**config.mk**
```make
export PLATFORM = sky130hd
export DESIGN_NAME = imem_loader
export DESIGN_NICKNAME = d
export VERILOG_FILES = /design/src/rtl/imem_loader_pkg.sv /design/src/rtl/imem_byte_serializer.sv /design/src/rtl/imem_loader.sv
export SDC_FILE = /design/constraint.sdc
export NUM_CORES = 1
export LEC_CHECK = 0
export BUFFER_PORTS_ARGS = -buffer_cell sky130_fd_sc_hd__buf_4
export CAP_MARGIN = 20
export CORE_ASPECT_RATIO = 2
export CORE_MARGIN = 2
export CORE_UTILIZATION = 61
export DETAILED_ROUTE_END_ITERATION = 8
export GPL_TIMING_DRIVEN = 0
export PLACE_DENSITY = 0.86
export SLEW_MARGIN = 20
export SYNTH_ARGS = -nofsm -noshare
export SYNTH_HDL_FRONTEND = slang
export SYNTH_SLANG_ARGS = --single-unit
```
**constraint.sdc**
```tcl
create_clock -name CLK -period 9.2 [get_ports CLK]
set_input_delay 0.92 -clock CLK [delete_from_list [all_inputs] [get_ports CLK]]
set_output_delay 0.92 -clock CLK [all_outputs]
set_load 0.005 [all_outputs]
```
**src/rtl/imem_loader_pkg.sv**
```systemverilog
// Shared definitions for the instruction-memory loader: FSM encoding,
// memory RW convention and the big-endian byte-lane helper.
package imem_loader_pkg;

  typedef enum logic [1:0] {
    ST_IDLE      = 2'd0,
    ST_WAIT_WORD = 2'd1,
    ST_WRITE     = 2'd2,
    ST_FINISH    = 2'd3
  } state_e;

  localparam logic MEM_RW_READ  = 1'b0;
  localparam logic MEM_RW_WRITE = 1'b1;

  localparam int DEFAULT_MEM_BYTES = 256;

  // Byte for a lane, lane 0 being the most significant byte (lowest address).
  function automatic logic [7:0] be_byte(input logic [31:0] word, input logic [1:0] lane);
    return word[8*(3-lane) +: 8];
  endfunction

endpackage

```
**src/rtl/imem_byte_serializer.sv**
```systemverilog
// Holds one captured program word and walks its four bytes MSB first.
// The output byte is registered, so it holds the last lane once advancing stops.
module imem_byte_serializer
  import imem_loader_pkg::*;
(
  input  logic        i_clk,
  input  logic        i_rst_n,
  input  logic        i_load,
  input  logic [31:0] i_word,
  input  logic        i_adv,
  output logic [1:0]  o_lane,
  output logic [7:0]  o_byte
);

  logic [31:0] r_word;
  logic [1:0]  r_lane;
  logic [7:0]  r_byte;

  // Capture a word on load, step to the next lane on advance.
  always_ff @(posedge i_clk or negedge i_rst_n) begin
    if (!i_rst_n) begin
      r_word <= '0;
      r_lane <= '0;
      r_byte <= '0;
    end else if (i_load) begin
      r_word <= i_word;
      r_lane <= 2'd0;
      r_byte <= be_byte(i_word, 2'd0);
    end else if (i_adv) begin
      r_lane <= r_lane + 2'd1;
      r_byte <= be_byte(r_word, r_lane + 2'd1);
    end
  end

  assign o_lane = r_lane;
  assign o_byte = r_byte;

endmodule

```
**src/rtl/imem_loader.sv**
```systemverilog
// Streams 32-bit program words into a byte-addressed big-endian memory,
// one byte write per cycle, with alignment and overrun protection.
module imem_loader
  import imem_loader_pkg::*;
#(
  parameter int MEM_BYTES = DEFAULT_MEM_BYTES,
  parameter int CNT_W     = 8
) (
  input  logic             CLK,
  input  logic             RST,
  input  logic             start,
  input  logic [31:0]      base_addr,
  input  logic             in_valid,
  input  logic [31:0]      in_word,
  input  logic             in_last,
  output logic             in_ready,
  output logic             mem_RW,
  output logic [31:0]      mem_addr,
  output logic [7:0]       mem_wdata,
  output logic             busy,
  output logic             done,
  output logic             error,
  output logic [CNT_W-1:0] words_written
);

  state_e           r_state;
  state_e           w_next;
  logic [31:0]      r_ptr;
  logic [31:0]      r_mem_addr;
  logic             r_last;
  logic             r_busy;
  logic             r_done;
  logic             r_error;
  logic [CNT_W-1:0] r_words;

  logic [1:0]  w_lane;
  logic [7:0]  w_byte;
  logic        w_start_ok;
  logic        w_start_bad;
  logic        w_accept;
  logic        w_overrun_hit;
  logic        w_lane_end;
  logic        w_adv;
  logic        w_overrun;
  logic [32:0] w_word_end;

  // 33-bit sum so a pointer near 2^32 cannot wrap past the bound check.
  assign w_word_end = {1'b0, r_ptr} + 33'd3;
  assign w_overrun  = w_word_end > 33'(MEM_BYTES - 1);
  assign w_adv      = (r_state == ST_WRITE) && (w_lane != 2'd3);

  imem_byte_serializer u_ser (
    .i_clk   (CLK),
    .i_rst_n (RST),
    .i_load  (w_accept),
    .i_word  (in_word),
    .i_adv   (w_adv),
    .o_lane  (w_lane),
    .o_byte  (w_byte)
  );

  // State register.
  always_ff @(posedge CLK or negedge RST) begin
    if (!RST) r_state <= ST_IDLE;
    else      r_state <= w_next;
  end

  // Next-state decode and single-cycle event strobes.
  always_comb begin
    w_next        = r_state;
    w_start_ok    = 1'b0;
    w_start_bad   = 1'b0;
    w_accept      = 1'b0;
    w_overrun_hit = 1'b0;
    w_lane_end    = 1'b0;
    case (r_state)
      ST_IDLE: begin
        if (start) begin
          if (base_addr[1:0] != 2'b00) begin
            w_start_bad = 1'b1;
            w_next      = ST_FINISH;
          end else begin
            w_start_ok = 1'b1;
            w_next     = ST_WAIT_WORD;
          end
        end
      end
      ST_WAIT_WORD: begin
        if (in_valid) begin
          if (w_overrun) begin
            w_overrun_hit = 1'b1;
            w_next        = ST_FINISH;
          end else begin
            w_accept = 1'b1;
            w_next   = ST_WRITE;
          end
        end
      end
      ST_WRITE: begin
        if (w_lane == 2'd3) begin
          w_lane_end = 1'b1;
          w_next     = r_last ? ST_FINISH : ST_WAIT_WORD;
        end
      end
      ST_FINISH: w_next = ST_IDLE;
      default:   w_next = ST_IDLE;
    endcase
  end

  // Pointer, status and output-address registers.
  always_ff @(posedge CLK or negedge RST) begin
    if (!RST) begin
      r_ptr      <= '0;
      r_mem_addr <= '0;
      r_last     <= 1'b0;
      r_busy     <= 1'b0;
      r_done     <= 1'b0;
      r_error    <= 1'b0;
      r_words    <= '0;
    end else begin
      r_done <= (w_next == ST_FINISH);
      if (w_start_ok) begin
        r_ptr   <= base_addr;
        r_words <= '0;
        r_error <= 1'b0;
        r_busy  <= 1'b1;
      end
      if (w_start_bad || w_overrun_hit) r_error <= 1'b1;
      if (w_next == ST_FINISH) r_busy <= 1'b0;
      if (w_accept) begin
        r_last     <= in_last;
        r_mem_addr <= r_ptr;
      end
      if (r_state == ST_WRITE) begin
        r_ptr <= r_ptr + 32'd1;
        // Address stops advancing after lane 3 so it holds the last byte written.
        if (w_adv) r_mem_addr <= r_ptr + 32'd1;
      end
      if (w_lane_end) r_words <= r_words + CNT_W'(1);
    end
  end

  assign in_ready      = (r_state == ST_WAIT_WORD);
  assign mem_RW        = (r_state == ST_WRITE) ? MEM_RW_WRITE : MEM_RW_READ;
  assign mem_addr      = r_mem_addr;
  assign mem_wdata     = w_byte;
  assign busy          = r_busy;
  assign done          = r_done;
  assign error         = r_error;
  assign words_written = r_words;

endmodule
```
Word-level counts from Yosys, hierarchy flattened
Index checks and enable logic that the tools add are counted.
Word-level totals
  output and inout port bits: 53
  input bits: 69
  logic and storage cells: 70
  register bits: 120
Operators by class
  multiplexer cells: 37
  equal/unequal tests: 6
  add/subtract/negate cells: 5
  reduce and logical (&&, ||, !) cells: 9
  shifts and indexed selects: 1
  $lt $le $gt $ge: 1
Operators with widths (count)
  32-bit 2-to-1 mux: 5
  32-bit by 2-bit adder with 33-bit output, second input constant: 1
  33-bit by 8-bit greater-than comparator with 1-bit output, second input constant: 1
  32-bit by 33-bit variable part select with 8-bit output: 1
  32-bit by 1-bit adder with 32-bit output, second input constant: 1
  8-bit 2-to-1 mux: 4
  1-bit 2-to-1 mux: 20
  2-bit 2-to-1 mux: 7
  2-bit nonzero test: 6
  8-bit by 1-bit adder with 8-bit output, second input constant: 1
  2-bit == test, second input constant: 4
  2-bit one-hot mux with 4 select lines: 1
  2-bit by 2-bit subtractor with 3-bit output, first input constant: 1
  2-bit by 1-bit adder with 2-bit output, second input constant: 1
  2-bit by 1-bit == test with 1-bit output, second input constant: 1
  2-bit logical NOT: 1
  2-bit != test, second input constant: 1
  1-bit logical AND: 1
  1-bit logical OR: 1

Depth between registers and ports, before layout
Gate-level depths: netlist of the first run.
  word-level depth: 8
  depth in mapped cells: 14
  mapped depth without buffers: 10

Hierarchy
A second synthesis of the first run with hierarchy kept.
Second synthesis, totals
  cells, all modules: 720
  area, all modules: 6807.8 um^2
Modules (own cells, without submodules)
  imem_loader: cells each 607, sequential area each 1951.9 um^2, area an instance 4998.5 um^2, times used 1
  imem_byte_serializer: cells each 113, sequential area each 1051.0 um^2, area an instance 1809.2 um^2, times used 1

Least setup slack after synthesis of the first run
OpenSTA, ideal clock, no wires.
  path type: flip-flop to flip-flop
  start: reg r_ptr[0]
  end: reg u_ser.r_word[10]
  data required time: 9.072 ns
  library setup time: 0.128 ns
  stages on the path, launching flop included: 14
  clock period less this slack: 3.260 ns
  path buffers: 3
  arrival: 3.133 ns
  slack: 5.940 ns
  path through: dfrtp_1 > clkbuf_1 > inv_1 > ha_1 > nand3b_1 > nor4_1 > clkbuf_1 > nor3b_1 > o21bai_1 > a221oi_2 > nand4_1 > nor3_2 > buf_4 > mux2_1
Between the ends
  longest elaborated chain between the ends: 5
Ends and longest elaborated chain
  start: declaration: RTL line imem_loader.sv:28  | logic [31:0] r_ptr;
  start signal: assignment: RTL line imem_loader.sv:123  | r_ptr <= base_addr;
  start signal: assignment: RTL line imem_loader.sv:135  | r_ptr <= r_ptr + 32'd1;
  32-bit by 2-bit adder with 33-bit output: RTL line imem_loader.sv:48  | assign w_word_end = {1'b0, r_ptr} + 33'd3;
  33-bit by 8-bit greater-than comparator with 1-bit output: RTL line imem_loader.sv:49  | assign w_overrun = w_word_end > 33'(MEM_BYTES - 1);
  1-bit 2-to-1 mux: RTL line imem_loader.sv:90  | if (w_overrun) begin
  1-bit 2-to-1 mux: RTL line imem_loader.sv:89  | if (in_valid) begin
  1-bit 2-to-1 mux: RTL line imem_loader.sv:76  | case (r_state)
  end signal: assignment: RTL line imem_byte_serializer.sv:26  | r_word <= i_word;
  end: declaration: RTL line imem_byte_serializer.sv:15  | logic [31:0] r_word;
No other way between the ends.
A chain may end at the register's enable or synchronous reset.

Final worst setup path of the first run
  start: reg r_ptr[0]
  end: reg u_ser.r_byte[3] (netlist: u_ser.o_byte[3])
Between the ends
  longest elaborated chain between the ends: 6
  elaborated cells between the ends (all ways): 7
  classes of those cells: add/sub: 1; order compare: 1; mux: 4; reduce/logical: 1
Ends and longest elaborated chain
  32-bit by 2-bit adder with 33-bit output (*): RTL line imem_loader.sv:48
  33-bit by 8-bit greater-than comparator with 1-bit output (*): RTL line imem_loader.sv:49
  1-bit 2-to-1 mux (*): RTL line imem_loader.sv:90
  1-bit 2-to-1 mux (*): RTL line imem_loader.sv:89
  1-bit 2-to-1 mux (*): RTL line imem_loader.sv:76
  8-bit 2-to-1 mux / 2-bit nonzero test (equally long branches)
  end signal: assignment: RTL line imem_byte_serializer.sv:28  | r_byte <= be_byte(i_word, 2'd0);
  end signal: assignment: RTL line imem_byte_serializer.sv:31  | r_byte <= be_byte(r_word, r_lane + 2'd1);
  end: declaration: RTL line imem_byte_serializer.sv:17  | logic [7:0] r_byte;
Every way passes the cells marked *; elsewhere a longest branch is shown, timed or not.

==> metrics.txt, run 1 <==
initial antenna violation count=0; P_leak=3.81 nW; # IOs=122; total track usage=0.431; # resized after CTS=0; Fin. Hold Viols=0; Die H=153 microns; TNS Setup=0 ns; routability cong.=0.975; Tot Pwr=2.95 mW; clk sinks=120; crit-path most repeated cell=clkbuf_1; Post-DP Area=7850 sq um; Final Setup Violations=0; CP max stage cell=nor4_1; crit-path max FO=10; DR vias=7056; DRT Pass-1 Iters=6; CP arrival=4.77 ns; Seq/Total Area, Yosys=0.446; CTS tree=done; Total Wirelength=25.1 mm; Worst-path clk slew=0.06 ns; worst path cell trace=clkbuf_1 -> inv_1 -> ha_1 -> nand3b_1 -> nor4_1 -> clkbuf_1 -> nor3b_1 -> o21bai_1 -> a221oi_2 -> nand4_1 -> clkbuf_1 -> buf_2 -> nor4_1 -> a31oi_1; Synth top area share=0.446; Port Buf Inserts=121; drt via density=6.82; CTS HTree Levels=4; Initial DRC Count=784; post-synth design cell area=6740 sq um; most frequent cells after synthesis=dfrtp_1 (120), nand2_1 (112), nor2_1 (53); die area=12000 sq um; Setup CP Type=reg -> reg; final core utilization=0.779; total CTS buffers=17; Final Max Slew Viols=0; vias in the first global route=7469; syn nets=815; CP peak stage delay=0.49 ns; Startpoint Class=register; clock tree buffer depth=2; #FFs+latches synth=120; HPWL after detailed placement=18.1 mm; number of synthesized flops with an enable pin=0; Root Driver=clkbuf_16; Area Growth Syn to Fin=24.9%; DRC errors left=0; Post-CTS Repair Setup Buffers=0; syn avg cell area=9.09 sq um; Post-CTS Hold Buffers=0; DIE WIDTH=78.3 microns; cell taking the most area after synthesis=dfrtp_1; fmax=0.222 GHz; share of layout cells above drive strength 1=0.211; Core ar.=10800 sq um; IR drop worst, VDD=0.000220 V; Clk Latency, worst-skew pair=0.42 ns; Initial Util=0.623; Layout Nets=956; largest cells by area after synthesis=dfrtp_1 (45%), nand2_1 (6.2%), mux2_1 (5.5%), o22ai_1 (3.4%), o21ai_0 (3.1%); Design Area, Final=8420 sq um; Detail Route Antenna Nets=0; diode count=0; HP Class=in -> async; top_reg_cell synth=dfrtp_1; CP endpoint kind=register; worst slew pin tran=0.931 ns; hold_ws=0.436 ns; Synth Instances=741; count of cell types in the netlist=64; Final Cycle Share=0.490; pin count of the biggest net entering global routing=69; RSZ-0062 raised after global routing=no; Max-slew headroom=0.377; most numerous cell in the Yosys netlist=dfrtp_1; global-route wire length before repair=38.8 mm; Max-Cap Viols=0; total grt overflow=0; Async S/R FF share, synth=1.00; status=finished, final reports clean; FP Rows=54; Req. time, crit path=9.46 ns; Power Dens Cells=350 nW/um^2; drt wl/cell=24.3 microns; Warnings, synthesis=0; crit path time final=4.51 ns; Worst Skew=0.0111 ns
[registers in the layout, indices dropped and copies added (netlist names)]
| register | flops |
|---|---|
| words_written | 8 |
| error | 1 |
| u_ser.o_byte | 8 |
| mem_addr | 32 |
| u_ser.o_lane | 2 |
| u_ser.r_word | 32 |
| done | 1 |
| r_state | 2 |
| busy | 1 |
| r_ptr | 32 |
| r_last | 1 |
[critical path, delay by kind of cell (launching register included)]
family	cells	cell delay, ns
adders and majority gates	1	0.30
buffers and inverters	5	1.58
AOI/OAI and AO/OA	3	0.51
DFF	1	0.35
and+or+nand+nor	5	1.59
[path summary, 6_finish.rpt]
path                                 start               end  slack (ns)  depth (start not counted)
max                               r_ptr[0]   u_ser.o_byte[3]        4.69                         14
min                                    RST         r_ptr[24]        0.44                          1
max reg2reg                       r_ptr[0]   u_ser.o_byte[3]        4.69                         14
min reg2reg                u_ser.r_word[5]   u_ser.r_word[5]        0.48                          1
max in group asynchronous              RST  u_ser.r_word[31]        8.04                          2
min in group CLK           u_ser.r_word[5]   u_ser.r_word[5]        0.48                          1
[layout by cell type (no fill, tap or decap), types with 3 or more instances in the layout]
| cell | n |
|---|---|
| or2_2 | 3 |
| clkbuf_16 | 17 |
| o21a_1 | 3 |
| o22ai_1 | 37 |
| nor3b_1 | 3 |
| a31oi_1 | 12 |
| inv_1 | 20 |
| buf_2 | 6 |
| a221oi_1 | 6 |
| clkinv_2 | 5 |
| or4_1 | 4 |
| and3_1 | 9 |
| nor2b_1 | 4 |
| ha_1 | 5 |
| nor2_1 | 53 |
| o211ai_1 | 3 |
| mux2i_1 | 3 |
| nor4_1 | 13 |
| a311oi_1 | 11 |
| o21ai_0 | 42 |
| nand4_1 | 16 |
| o31ai_1 | 4 |
| nor3_1 | 8 |
| or3_1 | 6 |
| buf_4 | 126 |
| nand3_1 | 30 |
| nand2_1 | 112 |
| dfrtp_1 | 120 |
| clkinv_4 | 6 |
| clkbuf_1 | 51 |
| xnor2_1 | 16 |
| and4_1 | 6 |
| mux4_2 | 8 |
| a21oi_1 | 36 |
| xor2_1 | 12 |
| a211oi_1 | 3 |
| mux2_1 | 33 |
[metrics by stage]
stage / worst slack (ns) / cells
finish: 4.69 / 1035
global route: 4.49 / 1035
CTS: 4.86 / 1035
detailed placement: 4.99 / 1003
global placement: 5.19 / 1002
floorplan: 5.94 / 741
[kinds of logic after synthesis]
logic type / Yosys count / share of synthesized area
xor+xnor: 28 / 0.0364
compound gates: 176 / 0.168
simple gates: 280 / 0.200
buf+inv: 87 / 0.0531
mux: 45 / 0.0880
flops: 120 / 0.446
fa+ha+maj: 5 / 0.00929
[layout make-up]
cell class / count / area (sq um)
multi-input cells: 534 / 3380
plain buffers: 66 / 279
fillers: 699 / 2390
clock buffers: 18 / 439
inverters: 21 / 78.8
well taps: 140 / 175
flip-flops and latches: 120 / 3000
repair buffers: 122 / 940
clock inverters: 14 / 125
[report_power, final]
| part | internal (mW) | switching (mW) | leakage, nW |
|---|---|---|---|
| registers | 0.702 | 0.115 | 1.43 |
| clock network | 0.380 | 0.267 | 0.284 |
| logic | 0.546 | 0.936 | 2.10 |
[per-layer routing]
metal,wire length [microns],global-route usage,vias to the layer above
li1,-,-,2980
met1,7600,0.411,3344
met2,13400,0.774,552
met3,1920,0.0960,180
met4,2180,0.328,0
met5,0,0,-
Note: power is estimated with default switching activity, not from simulation.
==> run 2, diff against run 1 <==
--- a/config.mk
+++ b/config.mk
@@ -9,10 +9,10 @@
 export CAP_MARGIN = 20
 export CORE_ASPECT_RATIO = 2
 export CORE_MARGIN = 2
-export CORE_UTILIZATION = 61
+export CORE_UTILIZATION = 56
 export DETAILED_ROUTE_END_ITERATION = 8
 export GPL_TIMING_DRIVEN = 0
-export PLACE_DENSITY = 0.86
+export PLACE_DENSITY = 0.8
 export SLEW_MARGIN = 20
 export SYNTH_ARGS = -nofsm -noshare
 export SYNTH_HDL_FRONTEND = slang
==> constraint.sdc (replaced) <==
create_clock -name CLK -period 4.32 [get_ports CLK]
set_input_delay 0.432 -clock CLK [delete_from_list [all_inputs] [get_ports CLK]]
set_output_delay 0.432 -clock CLK [all_outputs]
set_load 0.005 [all_outputs]
==> metrics.txt, run 2 (synthesized netlist as in run 1, its figures left out) <==
P_leak=3.84 nW (+0.60%); initial antenna violation count=0 (unchanged); Startpoint Class=register; Power Dens Cells=741 nW/um^2 (+110%); routability cong.=0.944 (-3.2%); Initial DRC Count=421 (-46%); DR vias=6627 (-6.1%); global-route wire length before repair=35.0 mm (-9.9%); Port Buf Inserts=121 (unchanged); status=finished, final reports clean; CP max stage cell=dfrtp_1; commonest non-fill, non-tap cells in the layout=buf_4 (126), dfrtp_1 (120), nand2_1 (112), nor2_1 (53), clkbuf_1 (50); pin count of the biggest net entering global routing=75 (+8.7%); total CTS buffers=17 (unchanged); drt wl/cell=21.6 microns (-11%); Worst Skew=0.00940 ns (-0.00170 ns); diode count=0 (unchanged); # IOs=122 (unchanged); Reg power frac=0.279 (about the same); vias in the first global route=6929 (-7.2%); CP endpoint kind=register; total track usage=0.358 (-0.0725); Die H=159 microns (+4.3%); Final Setup Violations=0 (unchanged); Clk pwr share=0.233 (+0.014); DRC errors left=0 (unchanged); commonest non-fill, non-tap cell in the layout=buf_4; Setup CP Type=reg -> reg; Post-DP Area=7860 sq um (about the same); Final Cycle Share=0.938 (+0.448); switching pwr=2.71 mW (+110%); HPWL after detailed placement=16.9 mm (-6.7%); FP Rows=56 (+3.7%); RSZ-0062 raised after global routing=no; Fin. Hold Viols=0 (unchanged); total internal power=3.57 mW (+120%); HP Class=in -> reg; TNS Setup=0 ns (unchanged); share of layout cells above drive strength 1=0.210 (-0.000882); Detail Route Antenna Nets=0 (unchanged); IR drop worst, VDD=0.000504 V (+130%); worst path cell trace=clkbuf_1 -> inv_1 -> ha_1 -> nand3b_1 -> nor4_1 -> clkbuf_2 -> nor3b_1 -> o21bai_1 -> a221oi_2 -> nand4_1 -> clkbuf_1 -> buf_2 -> nor4_1 -> a31oi_1; Clk Latency, worst-skew pair=0.42 ns (about the same); Tot Pwr=6.28 mW (+110%); Req. time, crit path=4.60 ns (-4.86 ns); placed instance count=1008 (+0.50%); Post-Layout Cell Count=1039 (+0.39%); Area Growth Syn to Fin=25.8%; CP arrival=4.33 ns (-0.44 ns); CTS HTree Levels=4 (unchanged); Root Driver=clkbuf_16; CP bufs+invs=5 (unchanged); CTS tree=done; Post-CTS Repair Setup Buffers=0 (unchanged); total grt overflow=0 (unchanged); Layout Nets=956 (unchanged); clk sinks=120 (unchanged); final core utilization=0.724 (-0.0545); crit-path max FO=10 (unchanged); die area=13000 sq um (+8.6%); Worst-path clk slew=0.06 ns (about the same); Initial Util=0.576 (-0.0475); Max-Cap Viols=0 (unchanged); critical path's top delay family=simple AND/OR/NAND/NOR gates; worst slew pin tran=0.948 ns (+0.0178 ns); Design Area, Final=8470 sq um (+0.67%); drt via density=6.38 (-6.4%); Final Max Slew Viols=0 (unchanged); Total Wirelength=22.4 mm (-11%); Net Sw Frac=0.431 (-0.0159); clock tree buffer depth=2 (unchanged); crit path time final=4.05 ns (-0.459 ns); DIE WIDTH=81.6 microns (+4.1%); DRT Pass-1 Iters=5 (-1); CP peak stage delay=0.35 ns (-0.14 ns); fmax=0.247 GHz (+11%); Core ar.=11700 sq um (+8.2%); Max-slew headroom=0.362 (-0.0148); combinational share of power=0.489 (-0.014)
## run 2: final cells by class
type / count / area, sq um
buffer: 65 / 277
clock buffer: 18 / 429
clock inverter: 13 / 171
fill: 896 / 3230
inverter: 21 / 78.8
multi-input combinational: 534 / 3380
sequential: 120 / 3000
tap: 145 / 181
timing repair buffer: 123 / 950
## run 2: per-stage QoR
stage          hold slack (ns)  setup WS [ns]
5_1_grt                  0.227         0.0169
2_1_floorplan            0.136           1.06
4_1_cts                  0.226          0.116
3_3_place_gp             0.461          0.220
3_5_place_dp             0.393          0.165
6_report                 0.226          0.267
## run 2: path summary, 6_finish.rpt
path	startpoint	to	slack, ns	depth (start not counted)
hold reg to reg	u_ser.r_word[3]	u_ser.r_word[3]	0.48	1
setup / recovery	r_ptr[1]	u_ser.o_byte[4]	0.27	14
hold / removal	in_word[7]	u_ser.r_word[7]	0.23	2
max in group asynchronous	RST	u_ser.r_word[14]	3.09	3
min in group asynchronous	RST	mem_addr[25]	0.51	2
setup reg to reg	r_ptr[1]	u_ser.o_byte[4]	0.27	14
## run 2: power groups by stage
stage / sequential [mW] / clock, mW / combinational, mW
2_1_floorplan: 1.71 / 0 / 1.89
3_3_place_gp: 1.72 / 0 / 2.94
3_5_place_dp: 1.75 / 0 / 3.02
4_1_cts: 1.73 / 1.46 / 3.04
5_1_grt: 1.79 / 1.51 / 3.32
6_report: 1.75 / 1.46 / 3.07
## run 2: layer usage
metal | up-vias | part of all wire | GRT usage
li1 | 2976 | - | -
met1 | 3220 | 0.33 | 0.364
met2 | 329 | 0.55 | 0.637
met3 | 102 | 0.053 | 0.0590
met4 | 0 | 0.068 | 0.242
met5 | - | 0 | 0
## run 2: what timing repair did
item | CTS | global route
hold buffers | 1 | 0
resized for setup | 0 | 3
endpoints found under the setup margin | 0 | 66
hold endpoints to repair | 46 | 0
==> run 3, diff against run 2 <==
--- a/config.mk
+++ b/config.mk
@@ -9,10 +9,10 @@
 export CAP_MARGIN = 20
 export CORE_ASPECT_RATIO = 2
 export CORE_MARGIN = 2
-export CORE_UTILIZATION = 56
+export CORE_UTILIZATION = 51
 export DETAILED_ROUTE_END_ITERATION = 8
 export GPL_TIMING_DRIVEN = 0
-export PLACE_DENSITY = 0.8
+export PLACE_DENSITY = 0.77
 export SLEW_MARGIN = 20
 export SYNTH_ARGS = -nofsm -noshare
 export SYNTH_HDL_FRONTEND = slang
==> constraint.sdc (replaced) <==
create_clock -name CLK -period 3.6 [get_ports CLK]
set_input_delay 0.36 -clock CLK [delete_from_list [all_inputs] [get_ports CLK]]
set_output_delay 0.36 -clock CLK [all_outputs]
set_load 0.005 [all_outputs]
==> metrics.txt, run 3 (synthesized netlist as in run 1, its figures left out) <==
Area Growth Syn to Fin=26.8%; fmax=0.291 GHz (+18%); Clk pwr share=0.223 (-0.010); Req. time, crit path=3.90 ns (-0.70 ns); Fin. Hold Viols=0 (unchanged); initial antenna violation count=0 (unchanged); switching pwr=3.21 mW (+19%); Worst Skew=0.0104 ns (+0.00103 ns); HPWL after detailed placement=16.0 mm (-5.2%); DRT Pass-1 Iters=5 (unchanged); Setup CP Type=reg -> reg; Initial Util=0.519 (-0.0572); Hold Crit Start=in_word[9]; vias in the first global route=6614 (-4.5%); fillcell total=1113 (+24%); routability cong.=0.920 (-2.6%); Total Wirelength=21.5 mm (-3.9%); DR vias=6454 (-2.6%); Core ar.=13000 sq um (+11%); total grt overflow=0 (unchanged); Die H=167 microns (+4.7%); Net Sw Frac=0.429 (-0.00188); Power Dens Cells=876 nW/um^2 (+18%); Max-slew headroom=0.469 (+0.107); Initial DRC Count=437 (+3.8%); hold endpoint=u_ser.r_word[9]; CP arrival=3.73 ns (-0.60 ns); commonest non-fill, non-tap cell in the layout=buf_4; drt via density=6.15 (-3.5%); DRC errors left=0 (unchanged); Worst-path clk slew=0.06 ns (about the same); # IOs=122 (unchanged); crit path time final=3.43 ns (-0.618 ns); Root Driver=clkbuf_16; CP endpoint kind=register; die area=14200 sq um (+9.4%); CP bufs+invs=2 (-3); Reg power frac=0.284 (+0.005); crit-path max FO=10 (unchanged); HP Class=in -> reg; worst path cell trace=buf_2 -> nand4_4 -> or4_4 -> nor3_4 -> nand3_1 -> a221oi_2 -> nand4_1 -> nor3_4 -> buf_6 -> mux2_1; worst slew pin tran=0.796 ns (-0.152 ns); Clk Latency, worst-skew pair=0.42 ns (about the same); total CTS buffers=17 (unchanged); IR drop worst, VDD=0.000593 V (+18%); diode count=0 (unchanged); pin count of the biggest net entering global routing=66 (-12%); share of layout cells above drive strength 1=0.226 (+0.0160); global-route wire length before repair=33.7 mm (-3.5%); crit-path most repeated cell=nor3_4; final core utilization=0.658 (-0.0664); Final Cycle Share=0.954 (+0.0159); FP Rows=59 (+5.4%); Startpoint Class=register; CP max stage cell=or4_4; commonest non-fill, non-tap cells in the layout=buf_4 (130), dfrtp_1 (118), nand2_1 (112), nor2_1 (52), clkbuf_1 (44); Port Buf Inserts=121 (unchanged); Layout Nets=959 (+0.31%); CP peak stage delay=0.62 ns (+0.27 ns); status=finished, final reports clean; clk sinks=120 (unchanged); drt wl/cell=20.5 microns (-4.9%); critical path's top delay family=simple AND/OR/NAND/NOR gates; CTS HTree Levels=4 (unchanged); Max-Cap Viols=0 (unchanged); DIE WIDTH=85.3 microns (+4.6%); total internal power=4.27 mW (+20%); total track usage=0.306 (-0.0523); CTS tree=done; worst hold stages=2 (unchanged); Post-DP Area=7870 sq um (+0.11%); FF-to-FF path depth=10 (-4); RR Startpoint=r_ptr[4]; combinational share of power=0.493 (+0.004); Final Max Slew Viols=0 (unchanged); clock tree buffer depth=2 (unchanged); Final Setup Violations=0 (unchanged); Detail Route Antenna Nets=0 (unchanged); reg-to-reg critical path endpoint=u_ser.r_word[18]; Design Area, Final=8550 sq um (+0.86%); R2R setup slack=0.17 ns (-0.10 ns); P_leak=3.86 nW (+0.49%)
[run 3: changes by cell type in the layout (fill, tap and decap cells not counted), sizes merged]
cell / delta
inv: -1
buf: +9
clkinv: -3
clkbuf: -3
clkinvlp: +3
bufinv: -2
[run 3: area by class of cell]
type,count,area [sq um],share of cell area
Clock inverter,10,95.1,0.0111
Buffer,61,280,0.0328
Multi-Input combinational cell,534,3410,0.399
Inverter,21,78.8,0.00922
Timing Repair Buffer,130,1000,0.117
Sequential cell,120,3010,0.352
Clock buffer,21,480,0.0562
Tap cell,152,190,0.0223
[run 3: worst max path at each step]
stage	startpoint	to	slack (ns)	cells after the start
finish	r_ptr[4]	u_ser.r_word[18]	0.17	10
global route	r_ptr[3]	mem_addr[30]	-0.01	11
CTS	r_ptr[1]	mem_addr[28]	0.006	13
detailed placement	r_ptr[0]	mem_addr[28]	-0.44	14
global placement	r_ptr[0]	mem_addr[30]	-0.34	14
floorplan	r_ptr[0]	u_ser.r_word[10]	0.34	13
[run 3: metal layers]
layer  up-vias  global-route usage  wire [microns]  part of all wire
li1       2986                   -               -                 -
met1      3101               0.315            7240              0.34
met2       283               0.566           11900              0.55
met3        84              0.0560            1220             0.057
met4         0               0.166            1160             0.054
met5         -                   0               0                 0
[run 3: repair_timing]
item,in CTS,in global routing
endpoints found under the hold margin,55,0
hold buffers,1,0
setup endpoints to repair,77,77
setup buffers,0,6
cloned,0,1
resized for setup,4,16
pin swaps,1,5
[run 3: power groups by stage]
stage	logic, mW	clock network [mW]	registers [mW]
3_3_place_gp	3.53	0	2.07
6_report	3.69	1.67	2.13
2_1_floorplan	2.27	0	2.05
5_1_grt	4.00	1.73	2.18
3_5_place_dp	3.59	0	2.08
4_1_cts	3.59	1.67	2.09
[run 3: through the flow]
| step | total power, mW | hold slack, ns | TNS, ns | worst slack [ns] | instances |
|---|---|---|---|---|---|
| after global placement | 5.60 | 0.463 | -20.04 | -0.341 | 1014 |
| after CTS | 7.35 | 0.148 | 0 | 0.00567 | 1045 |
| final | 7.49 | 0.150 | 0 | 0.165 | 1049 |
| after global routing | 7.91 | 0.154 | -0.0707 | -0.0112 | 1049 |
| after detailed placement | 5.67 | 0.365 | -27.02 | -0.436 | 1015 |
| after floorplan | 4.32 | 0.0644 | 0 | 0.340 | 741 |
[run 3: worst register-to-register path: stages (launching register included)]
cell      delay, ns
dfrtp_1        0.32
buf_2          0.23
nand4_4        0.18
or4_4          0.63
nor3_4         0.23
nand3_1        0.15
a221oi_2       0.35
nand4_1        0.26
nor3_4         0.40
buf_6          0.22
mux2_1         0.35
